**config.mk**
```make
export PLATFORM = sky130hd
export DESIGN_NAME = branch_resolve_unit
export DESIGN_NICKNAME = d
export VERILOG_FILES = /design/src/rtl/core_pkg.sv /design/src/rtl/pred_tag_stage.sv /design/src/rtl/branch_resolve_unit.sv
export SDC_FILE = /design/constraint.sdc
export NUM_CORES = 1
export LEC_CHECK = 0
export BUFFER_PORTS_ARGS = -buffer_cell sky130_fd_sc_hd__buf_2
export CAP_MARGIN = 20
export CORE_MARGIN = 3
export CORE_UTILIZATION = 48
export CTS_BUF_LIST = sky130_fd_sc_hd__clkbuf_4 sky130_fd_sc_hd__clkbuf_8
export CTS_CLUSTER_DIAMETER = 60
export CTS_CLUSTER_SIZE = 16
export DETAILED_ROUTE_END_ITERATION = 12
export GPL_TIMING_DRIVEN = 0
export PLACE_DENSITY = 0.84
export SKIP_CTS_REPAIR_TIMING = 1
export SYNTH_ARGS = -nofsm -noshare
export SYNTH_HDL_FRONTEND = slang
export SYNTH_SLANG_ARGS = --single-unit
```
**constraint.sdc**
```tcl
create_clock -name clk -period 3.6 [get_ports clk]
set_input_delay 0.72 -clock clk [delete_from_list [all_inputs] [get_ports clk]]
set_output_delay 0.72 -clock clk [all_outputs]
set_load 0.03 [all_outputs]
```
**src/rtl/core_pkg.sv**
```systemverilog
// Shared core types: branch history state and the fetch-time
// prediction tag carried down the pipeline next to each instruction.
package core_pkg;

    localparam int CORE_XLEN   = 32;
    localparam int INSTR_BYTES = 4;

    typedef enum logic [1:0] {
        BHT_SNT,
        BHT_WNT,
        BHT_WT,
        BHT_ST
    } bht_state;

    typedef struct packed {
        logic                 valid;
        logic [CORE_XLEN-1:0] pc;
        logic                 pred_taken;
        logic [CORE_XLEN-1:0] pred_target;
        logic                 is_branch;
    } pred_tag_t;

endpackage

```
**src/rtl/pred_tag_stage.sv**
```systemverilog
// One pipeline register of pred_tag_t.
// Ports: clk, rst (sync, high), hold (stall), clear (flush), d, q.
module pred_tag_stage
    import core_pkg::*;
(
    input  logic      clk,
    input  logic      rst,
    input  logic      hold,
    input  logic      clear,
    input  pred_tag_t d,
    output pred_tag_t q
);

    // clear has priority over hold so a flush empties a stalled stage
    always_ff @(posedge clk) begin
        if (rst || clear) begin
            q <= '0;
        end else if (!hold) begin
            q <= d;
        end
    end

endmodule

```
**src/rtl/branch_resolve_unit.sv**
```systemverilog
// Carries fetch predictions through D and E, checks them against the
// execute outcome, updates the predictor, flushes/redirects on a
// mispredict and counts branches and mispredicts.
// Ports: IF prediction in, stall_i, id_is_branch_i, ex_* outcome in;
// upd_* predictor write, flush_o/redirect_pc_o, stat_* counters out.
// XLEN must equal core_pkg::CORE_XLEN (tag struct width).
module branch_resolve_unit
    import core_pkg::*;
#(
    parameter int XLEN  = 32,
    parameter int CNT_W = 32
) (
    input  logic             clk,
    input  logic             rst,
    input  logic             if_valid_i,
    input  logic [XLEN-1:0]  if_pc_i,
    input  logic             if_pred_taken_i,
    input  logic [XLEN-1:0]  if_pred_target_i,
    input  logic             stall_i,
    input  logic             id_is_branch_i,
    input  logic             ex_taken_i,
    input  logic [XLEN-1:0]  ex_target_i,
    output logic             upd_valid_o,
    output logic [XLEN-1:0]  upd_pc_o,
    output logic             upd_taken_o,
    output logic             flush_o,
    output logic [XLEN-1:0]  redirect_pc_o,
    output logic [CNT_W-1:0] stat_branches_o,
    output logic [CNT_W-1:0] stat_mispred_o
);

    pred_tag_t d_in;
    pred_tag_t d_q;
    pred_tag_t e_in;
    pred_tag_t e_q;
    logic      e_resolved;
    logic      resolve;
    logic      tgt_miss;
    logic      mispred;
    logic [XLEN-1:0] fall_thru;

    assign d_in = '{
        valid:       if_valid_i,
        pc:          if_pc_i,
        pred_taken:  if_pred_taken_i,
        pred_target: if_pred_target_i,
        is_branch:   1'b0
    };

    // decode classifies the D entry as it moves into E
    always_comb begin
        e_in           = d_q;
        e_in.is_branch = id_is_branch_i;
    end

    pred_tag_stage u_d_stage (
        .clk   (clk),
        .rst   (rst),
        .hold  (stall_i),
        .clear (flush_o),
        .d     (d_in),
        .q     (d_q)
    );

    pred_tag_stage u_e_stage (
        .clk   (clk),
        .rst   (rst),
        .hold  (stall_i),
        .clear (flush_o),
        .d     (e_in),
        .q     (e_q)
    );

    // rst gating kills a pending mispredict in the reset cycle itself
    assign resolve = !rst && e_q.valid && e_q.is_branch && !e_resolved;

    assign tgt_miss = e_q.pred_taken && ex_taken_i &&
                      (e_q.pred_target != ex_target_i);

    assign mispred = resolve &&
                     ((e_q.pred_taken != ex_taken_i) || tgt_miss);

    assign fall_thru = e_q.pc + XLEN'(INSTR_BYTES);

    assign upd_valid_o   = resolve;
    assign upd_pc_o      = resolve ? e_q.pc : '0;
    assign upd_taken_o   = resolve && ex_taken_i;
    assign flush_o       = mispred;
    assign redirect_pc_o = !mispred  ? '0 :
                           ex_taken_i ? ex_target_i : fall_thru;

    // a stalled branch resolves once; a newly loaded E entry is fresh
    always_ff @(posedge clk) begin
        if (rst || flush_o || !stall_i) begin
            e_resolved <= 1'b0;
        end else if (resolve) begin
            e_resolved <= 1'b1;
        end
    end

    always_ff @(posedge clk) begin
        if (rst) begin
            stat_branches_o <= '0;
            stat_mispred_o  <= '0;
        end else begin
            if (resolve) begin
                stat_branches_o <= stat_branches_o + CNT_W'(1);
            end
            if (mispred) begin
                stat_mispred_o <= stat_mispred_o + CNT_W'(1);
            end
        end
    end

endmodule

```
* Word level (Yosys, flattened, before mapping)
Cells that the tools add are included.
** Cells by class
- Mux-type cells :: 3
- $add $sub $neg :: 3
- Equality and inequality tests :: 2
- Reduce and logical (&&, ||, !) cells :: 13
** Operators with widths (count)
- two-way mux 32 bit :: 3
- adder 32 x 1 -> 32 bit, second input constant :: 2
- adder 32 x 3 -> 32 bit, second input constant :: 1
- inequality test 32 bit :: 1
- logical AND 1 bit :: 7
- zero test 1 bit :: 3
- logical OR 1 bit :: 3
- inequality test 1 bit :: 1
** Word-level totals
- Output and inout bits :: 131
- Register bits :: 198

* Longest topological paths before layout
Gate-level depths: netlist of run 1.
- Depth in word-level cells :: 7
- Gate-level depth with buffers :: 8
- Depth with buffers taken out :: 7

* Modules after synthesis
Synthesis of run 1 repeated with hierarchy kept, for this count alone.
** Unflattened totals
- Cells, all modules :: 1074
- Area, all modules :: 9739.3 um^2
** By module, submodules not included
- branch_resolve_unit :: area an instance 4949.7 um^2, cells each 638, instances 1
- pred_tag_stage :: area an instance 2394.8 um^2, cells each 218, instances 2

* Worst setup path before layout of run 1
Ideal clock, no wire load.
- Kind :: input-to-output
- Start :: input port rst
- End :: output port redirect_pc_o[30]
- Path buffers :: 3
- Arrival :: 2695 ps
- Path slack :: 185 ps
- Stages on the path :: 8
- Path through :: clkbuf_1 and4bb_2 and2_1 o21ai_1 and2_1 clkbuf_1 buf_2 a211oi_1
** Between the ends
- Cells in the longest elaborated chain, start to end :: 6
** RTL lines
- from (decl) :: RTL line branch_resolve_unit.sv:14 : input logic rst,
- zero test 1 bit :: RTL line branch_resolve_unit.sv:75 : assign resolve = !rst && e_q.valid && e_q.is_branch && !e_resolved;
- logical AND 1 bit (3 in a row) :: RTL line branch_resolve_unit.sv:75
- logical AND 1 bit :: RTL line branch_resolve_unit.sv:80 : assign mispred = resolve &&
- two-way mux 32 bit :: RTL line branch_resolve_unit.sv:89 : assign redirect_pc_o = !mispred ? '0 :
- to (decl) :: RTL line branch_resolve_unit.sv:27 : output logic [XLEN-1:0] redirect_pc_o,
Every way passes these cells.

* Final worst setup path of run 1
- Start :: input port ex_target_i[2]
- End :: output port redirect_pc_o[30]
** Between the ends
- Cells in the longest elaborated chain, start to end :: 5
** RTL lines
- from (decl) :: RTL line branch_resolve_unit.sv:22 : input logic [XLEN-1:0] ex_target_i,
- inequality test 32 bit :: RTL line branch_resolve_unit.sv:78 : (e_q.pred_target != ex_target_i);
- logical AND 1 bit :: RTL line branch_resolve_unit.sv:77 : assign tgt_miss = e_q.pred_taken && ex_taken_i &&
- logical OR 1 bit :: RTL line branch_resolve_unit.sv:81 : ((e_q.pred_taken != ex_taken_i) || tgt_miss);
- logical AND 1 bit :: RTL line branch_resolve_unit.sv:80
- two-way mux 32 bit :: RTL line branch_resolve_unit.sv:89
Every way passes these cells.

==> impl_metrics.ini, run 1 <==
[die]
core_region_area_sq_um = 19720
start_util = 0.4937
dieArea_sq_um = 22020
pin_count = 234
die_h_microns = 148.4
die_x_microns = 148.4
rows = 51

[critical_path]
r2r-start = u_e_stage.q[7]
critPathRequiredTime_ps = 2880
crit_path_max_fanout = 10
rr_endpoint = u_e_stage.q[18]
rrSetupSlack_ps = 780
crit_path_end_kind = output port
path_class = in2out
crit_arrival_ps = 2770
reg2reg_depth = 9
cp-start-kind = input port
crit_path_start = ex_target_i[2]

[power]
peakVddDrop_uv = 214.2
p_leak_uw = 0.005508
cellPowerDensity_nw_per_um2 = 363.8
fin_total_pwr_uw = 4284

[cts]
cts_root_buffer = clkbuf_8
cts_sinks = 198
insertion_delay_ps = 480
cts_max_level = 4
cts_tree = built
cts_buffers = 17
path_clk_slew_ps = 110
clk_path_buf_depth = 2

[sta]
period_minus_slack_ps = 3491
worst_pin_slew_ps = 894.8
period_share = 0.9697
tns_ps = 0
hold_viol_final = 0
finalMaxSlewViolations = 0
final.setup_skew_ps = 20.81
finalSetupViolCount = 0
fmax_mhz = 286.5
relSlewSlack = 0.3980

[yosys]
yosysUniqueCellTypes = 55
syn_avg_cell_area_sq_um = 8.833
ys_warn_count = 0
synth_ff_type = dfxtp_1
synth_nets = 1209
syn_area_sq_um = 9734
synth_top_cell_by_area = dfxtp_1
syn-instance-count = 1102
synth-edff-count = 0
ys_seq_area_frac = 0.4072
ys_ff_latch = 198
yosysMostFrequentCell = nor2_1
synthTopCellsByArea = dfxtp_1 (41%), mux2i_1 (15%), nor2_1 (9.2%), xor2_1 (6.1%), mux2_2 (2.7%)
async_reset_ff_frac = 0
yosys-top-cells-count = nor2_1 (239), dfxtp_1 (198), mux2i_1 (146)
synth_top_area_frac = 0.4072

[hold_path]
min_from = if_pred_target_i[8]
hold_depth = 3
min_to = u_d_stage.q[9]
hold_class = in2reg

[placed_design]
hpwl_mm = 23.00
place_congestion = 0.9387
place_area_sq_um = 11220
port_buffers = 231
dp_cells = 1598

[layout]
fillers = 1701
regArea_sq_um = 3976
area.growth.synth_to_final_pct = 20.99
final_area_sq_um = 11780
multiInputGateArea_sq_um = 5498
fin_nets = 1465
drive_gt1_frac = 0.2473
layout.cells.non_filler = 1637

[grt]
grt_pass1_vias = 8505
grt_antenna_before_repair = 4
grt_max_degree = 19
grt_pass1_wl_mm = 45.69
grt_use_total = 0.2635
grt_overflow = 0

[drt]
dr.pass1.iters = 5
viasPerCell = 5.529
vias = 9051
drt_iter0_drc = 582
routed_wl_mm = 29.84
avgRoutedWirePerCell_microns = 18.23
drc = 0
detail-route-antenna-nets = 0

[status]
status = complete, no violations

[run]
maxCapViolations = 0
-- critical path, stage by stage --
cell and delay, ps:
buf_2 140, xor2_1 140, nor4_1 340, nand4_1 160, buf_4 190, o21ai_4 240
and2_4 260, clkbuf_4 250, a211oi_1 90, buf_2 220
-- routing by layer --
| layer | wire length, microns | GRT usage |
|---|---|---|
| met2 | 14250 | 0.4423 |
| met5 | 32 | 0 |
| met4 | 874 | 0.09561 |
| met3 | 2606 | 0.05972 |
| met1 | 12080 | 0.3334 |
-- worst max-delay path by stage --
stage	endpoint	slack, ps
after CTS	redirect_pc_o[30]	-510
after floorplan	redirect_pc_o[30]	180
after detailed placement	redirect_pc_o[30]	-500
after global routing	redirect_pc_o[30]	-3
final	redirect_pc_o[30]	110
after global placement	redirect_pc_o[30]	-540
-- final cells by class --
cell class	instances	area share
clock inverter	14	0.01594
antenna	1	0.0002125
inverter	12	0.003825
multi-input combinational	827	0.4668
sequential	198	0.3376
clock buffer	18	0.02050
tap	265	0.02815
buffer	63	0.02284
timing repair buffer	239	0.1041
-- flip-flops by register name, indices dropped and copies added (netlist names) --
signal,count
u_e_stage.q,67
u_d_stage.q,66
stat_branches_o,32
stat_mispred_o,32
e_resolved,1
-- metrics by stage --
| stage | util | setup WS, ps | hold WS [ps] |
|---|---|---|---|
| after global routing | 0.5972 | -3.454 | 460.2 |
| after global placement | 0.5691 | -535.2 | 467.0 |
| after CTS | 0.5909 | -509.9 | 445.9 |
| after detailed placement | 0.5691 | -495.2 | 480.7 |
| after floorplan | - | 184.9 | 455.4 |
| final | 0.5973 | 109.2 | 468.2 |
-- power breakdown --
part / internal [uW] / total (uW) / switching [uW]
Combinational: 165 / 396 / 231
Sequential: 2260 / 2320 / 55.3
Clock: 718 / 1570 / 852
-- placed cells by master (no fill, tap or decap), types with 5 or more instances in the layout --
master	Yosys	layout
nor2_1	239	239
buf_2	12	238
dfxtp_1	198	188
mux2i_1	146	146
xor2_1	68	68
nand2_1	47	47
clkbuf_1	47	46
nand3_1	40	40
and2_1	39	38
nand4_1	37	37
nor2b_1	23	23
mux2_2	23	23
xnor2_1	20	20
a21oi_1	19	19
clkbuf_8	0	17
and4_1	13	13
buf_4	1	12
a211oi_1	12	12
o21ai_0	12	12
and3_1	11	11
or3_1	11	11
nor4_1	12	10
inv_1	11	10
dfxtp_2	0	10
o22ai_1	8	8
nor3_1	6	5
-- cell families (layout without fill, tap and decap cells) --
kind of cell | after synthesis | after routing | share of synthesized area
mux | 169 | 169 | 0.1767
simple gates | 496 | 496 | 0.2514
compound gates | 70 | 70 | 0.04692
flops | 198 | 198 | 0.4072
buf+inv | 77 | 346 | 0.03342
fa+ha+maj | 4 | 4 | 0.005142
other cells | 0 | 1 | 0
xor+xnor | 88 | 88 | 0.07918
No activity file was read; power rests on OpenSTA's default activity.
==> run 2: changes to the inputs <==
RECOVER_POWER = 25   (was not set)
SETUP_SLACK_MARGIN = 0.1   (was not set)
==> run 2 against run 1 <==
Net effect: clock-buffer cell count unchanged; wire length increased by 1.2%; register-to-register slack improved by 60 ps; via count increased by 0.51%; non-clock buffer count grew 5; worst hold slack got worse by 2.6 ps; clock power about the same.
==> impl_metrics.ini, run 2 (same netlist as run 1, synthesis figures left out) <==
[sta]
hold_viol_final = 0
finalMaxSlewViolations = 0
final.setup_skew_ps = 18.18
finalSetupViolCount = 0
tns_ps = 0
rsz0062_at_grt = true
fmax_mhz = 289.8
period_share = 0.9587
worst_pin_slew_ps = 889.8
relSlewSlack = 0.4013
period_minus_slack_ps = 3451

[run]
maxCapViolations = 0

[critical_path]
crit_top_cell = and2_1
crit_path_start = rst
rr_endpoint = u_e_stage.q[18]
rrSetupSlack_ps = 840
crit_path_end_kind = output port
cp-start-kind = input port
critPathRequiredTime_ps = 2880
endpoint = redirect_pc_o[30]
slowest_stage = and4bb_1
path_cells = clkbuf_1 > and4bb_1 > and2_1 > o21ai_4 > and2_1 > clkbuf_4 > buf_6 > a211oi_1 > buf_4
critical_path.max_stage_delay_ps = 390
reg2reg_depth = 10
crit_arrival_ps = 2730
path_class = in2out
crit_path_max_fanout = 10
r2r-start = u_e_stage.q[17]

[drt]
detail-route-antenna-nets = 0
vias = 9097
viasPerCell = 5.533
dr.pass1.iters = 7
avgRoutedWirePerCell_microns = 18.36
drt_iter0_drc = 562
routed_wl_mm = 30.19
drc = 0

[power]
peakVddDrop_uv = 220.3
p_leak_uw = 0.005252
cellPowerDensity_nw_per_um2 = 363.1

[die]
pin_count = 234
start_util = 0.4937
core_region_area_sq_um = 19720
die_h_microns = 148.4
die_x_microns = 148.4
rows = 51
dieArea_sq_um = 22020

[placed_design]
place_congestion = 0.9387
dp_cells = 1598
hpwl_mm = 23.00
port_buffers = 231

[hold_path]
hold_class = in2reg
hold_depth = 3

[status]
status = complete, no violations

[layout]
fin_util = 0.5993
layout.cells.non_filler = 1644
top_register = u_e_stage.q
mostFrequentLayoutCells = nor2_1 (238), dfxtp_1 (186), buf_2 (170)
drive_gt1_frac = 0.2100
largest_reg_flops = 67
top_regs = u_e_stage.q (67), u_d_stage.q (66)
area.growth.synth_to_final_pct = 21.40
fillers = 1724
fin_nets = 1470
layout_commonest_cell = nor2_1

[cts]
insertion_delay_ps = 480
cts_sinks = 198
cts_max_level = 4
path_clk_slew_ps = 110
cts_buffers = 17
clk_path_buf_depth = 2
cts_tree = built
cts_root_buffer = clkbuf_8

[grt]
grt_pass1_wl_mm = 45.69
grt_antenna_before_repair = 4
grt_pass1_vias = 8505
grt_overflow = 0
grt_max_degree = 19
grt_use_total = 0.2635
[run 2: changes by cell type in the layout (fill, tap and decap cells not counted), moves of 2 or more]
cell / delta
nor4_2: +3
buf_4: +7
a211oi_1: -3
dfxtp_1: -2
a211oi_2: +3
dfxtp_4: +5
dfxtp_2: -3
buf_2: -68
nor4_1: -3
diode_2: +2
clkbuf_1: +65
[run 2: worst max-delay path: cells and delay by family]
family / cells / cell delay [ps]
AND/OR/NAND/NOR: 3 / 830
buffers and inverters: 4 / 800
AO/OA/AOI/OAI: 2 / 380
[run 2: final cells by class]
| cell class | count | area (sq um) | area share |
|---|---|---|---|
| inverters | 12 | 48.80 | 0.004129 |
| clock inverters | 14 | 187.7 | 0.01588 |
| flip-flops and latches | 198 | 3991 | 0.3377 |
| repair buffers | 242 | 1176 | 0.09952 |
| well taps | 265 | 331.6 | 0.02806 |
| multi-input cells | 827 | 5538 | 0.4686 |
| clock buffers | 18 | 241.5 | 0.02043 |
| plain buffers | 65 | 295.3 | 0.02499 |
| diodes | 3 | 7.507 | 0.0006353 |
[run 2: routing by layer]
metal | vias up | wire length [microns] | GRT usage
met2 | 418 | 14470 | 0.4423
met4 | 6 | 855 | 0.09561
met5 | - | 32 | 0
met3 | 55 | 2570 | 0.05972
li1 | 4314 | - | -
met1 | 4304 | 12260 | 0.3334
[run 2: metrics by stage]
| step | cell area [sq um] | hold WS (ps) | total power (uW) | setup WS [ps] |
|---|---|---|---|---|
| floorplan | 9734 | 455.4 | 2594 | 184.9 |
| global placement | 11220 | 467.0 | 2746 | -535.2 |
| detailed placement | 11220 | 480.7 | 2758 | -495.2 |
| CTS | 11650 | 445.9 | 4299 | -509.9 |
| global route | 11810 | 460.2 | 4454 | 21.27 |
| finish | 11820 | 465.6 | 4291 | 148.8 |
[run 2: power by group]
group | switching (uW) | internal [uW] | leakage, uW
clock network | 857 | 718 | 0.000214
logic | 235 | 167 | 0.00342
registers | 55.3 | 2260 | 0.00162
total | 1150 | 3140 | 0.00525
[run 2: worst min path at each step]
stage	from	to	slack [ps]
6_report	if_pc_i[10]	u_d_stage.q[44]	470
5_1_grt	if_pred_target_i[30]	u_d_stage.q[31]	460
4_1_cts	if_pred_target_i[12]	u_d_stage.q[13]	450
3_5_place_dp	u_d_stage.q[33]	u_e_stage.q[33]	480
3_3_place_gp	u_d_stage.q[35]	u_e_stage.q[35]	470
2_1_floorplan	u_e_stage.q[66]	u_e_stage.q[66]	460
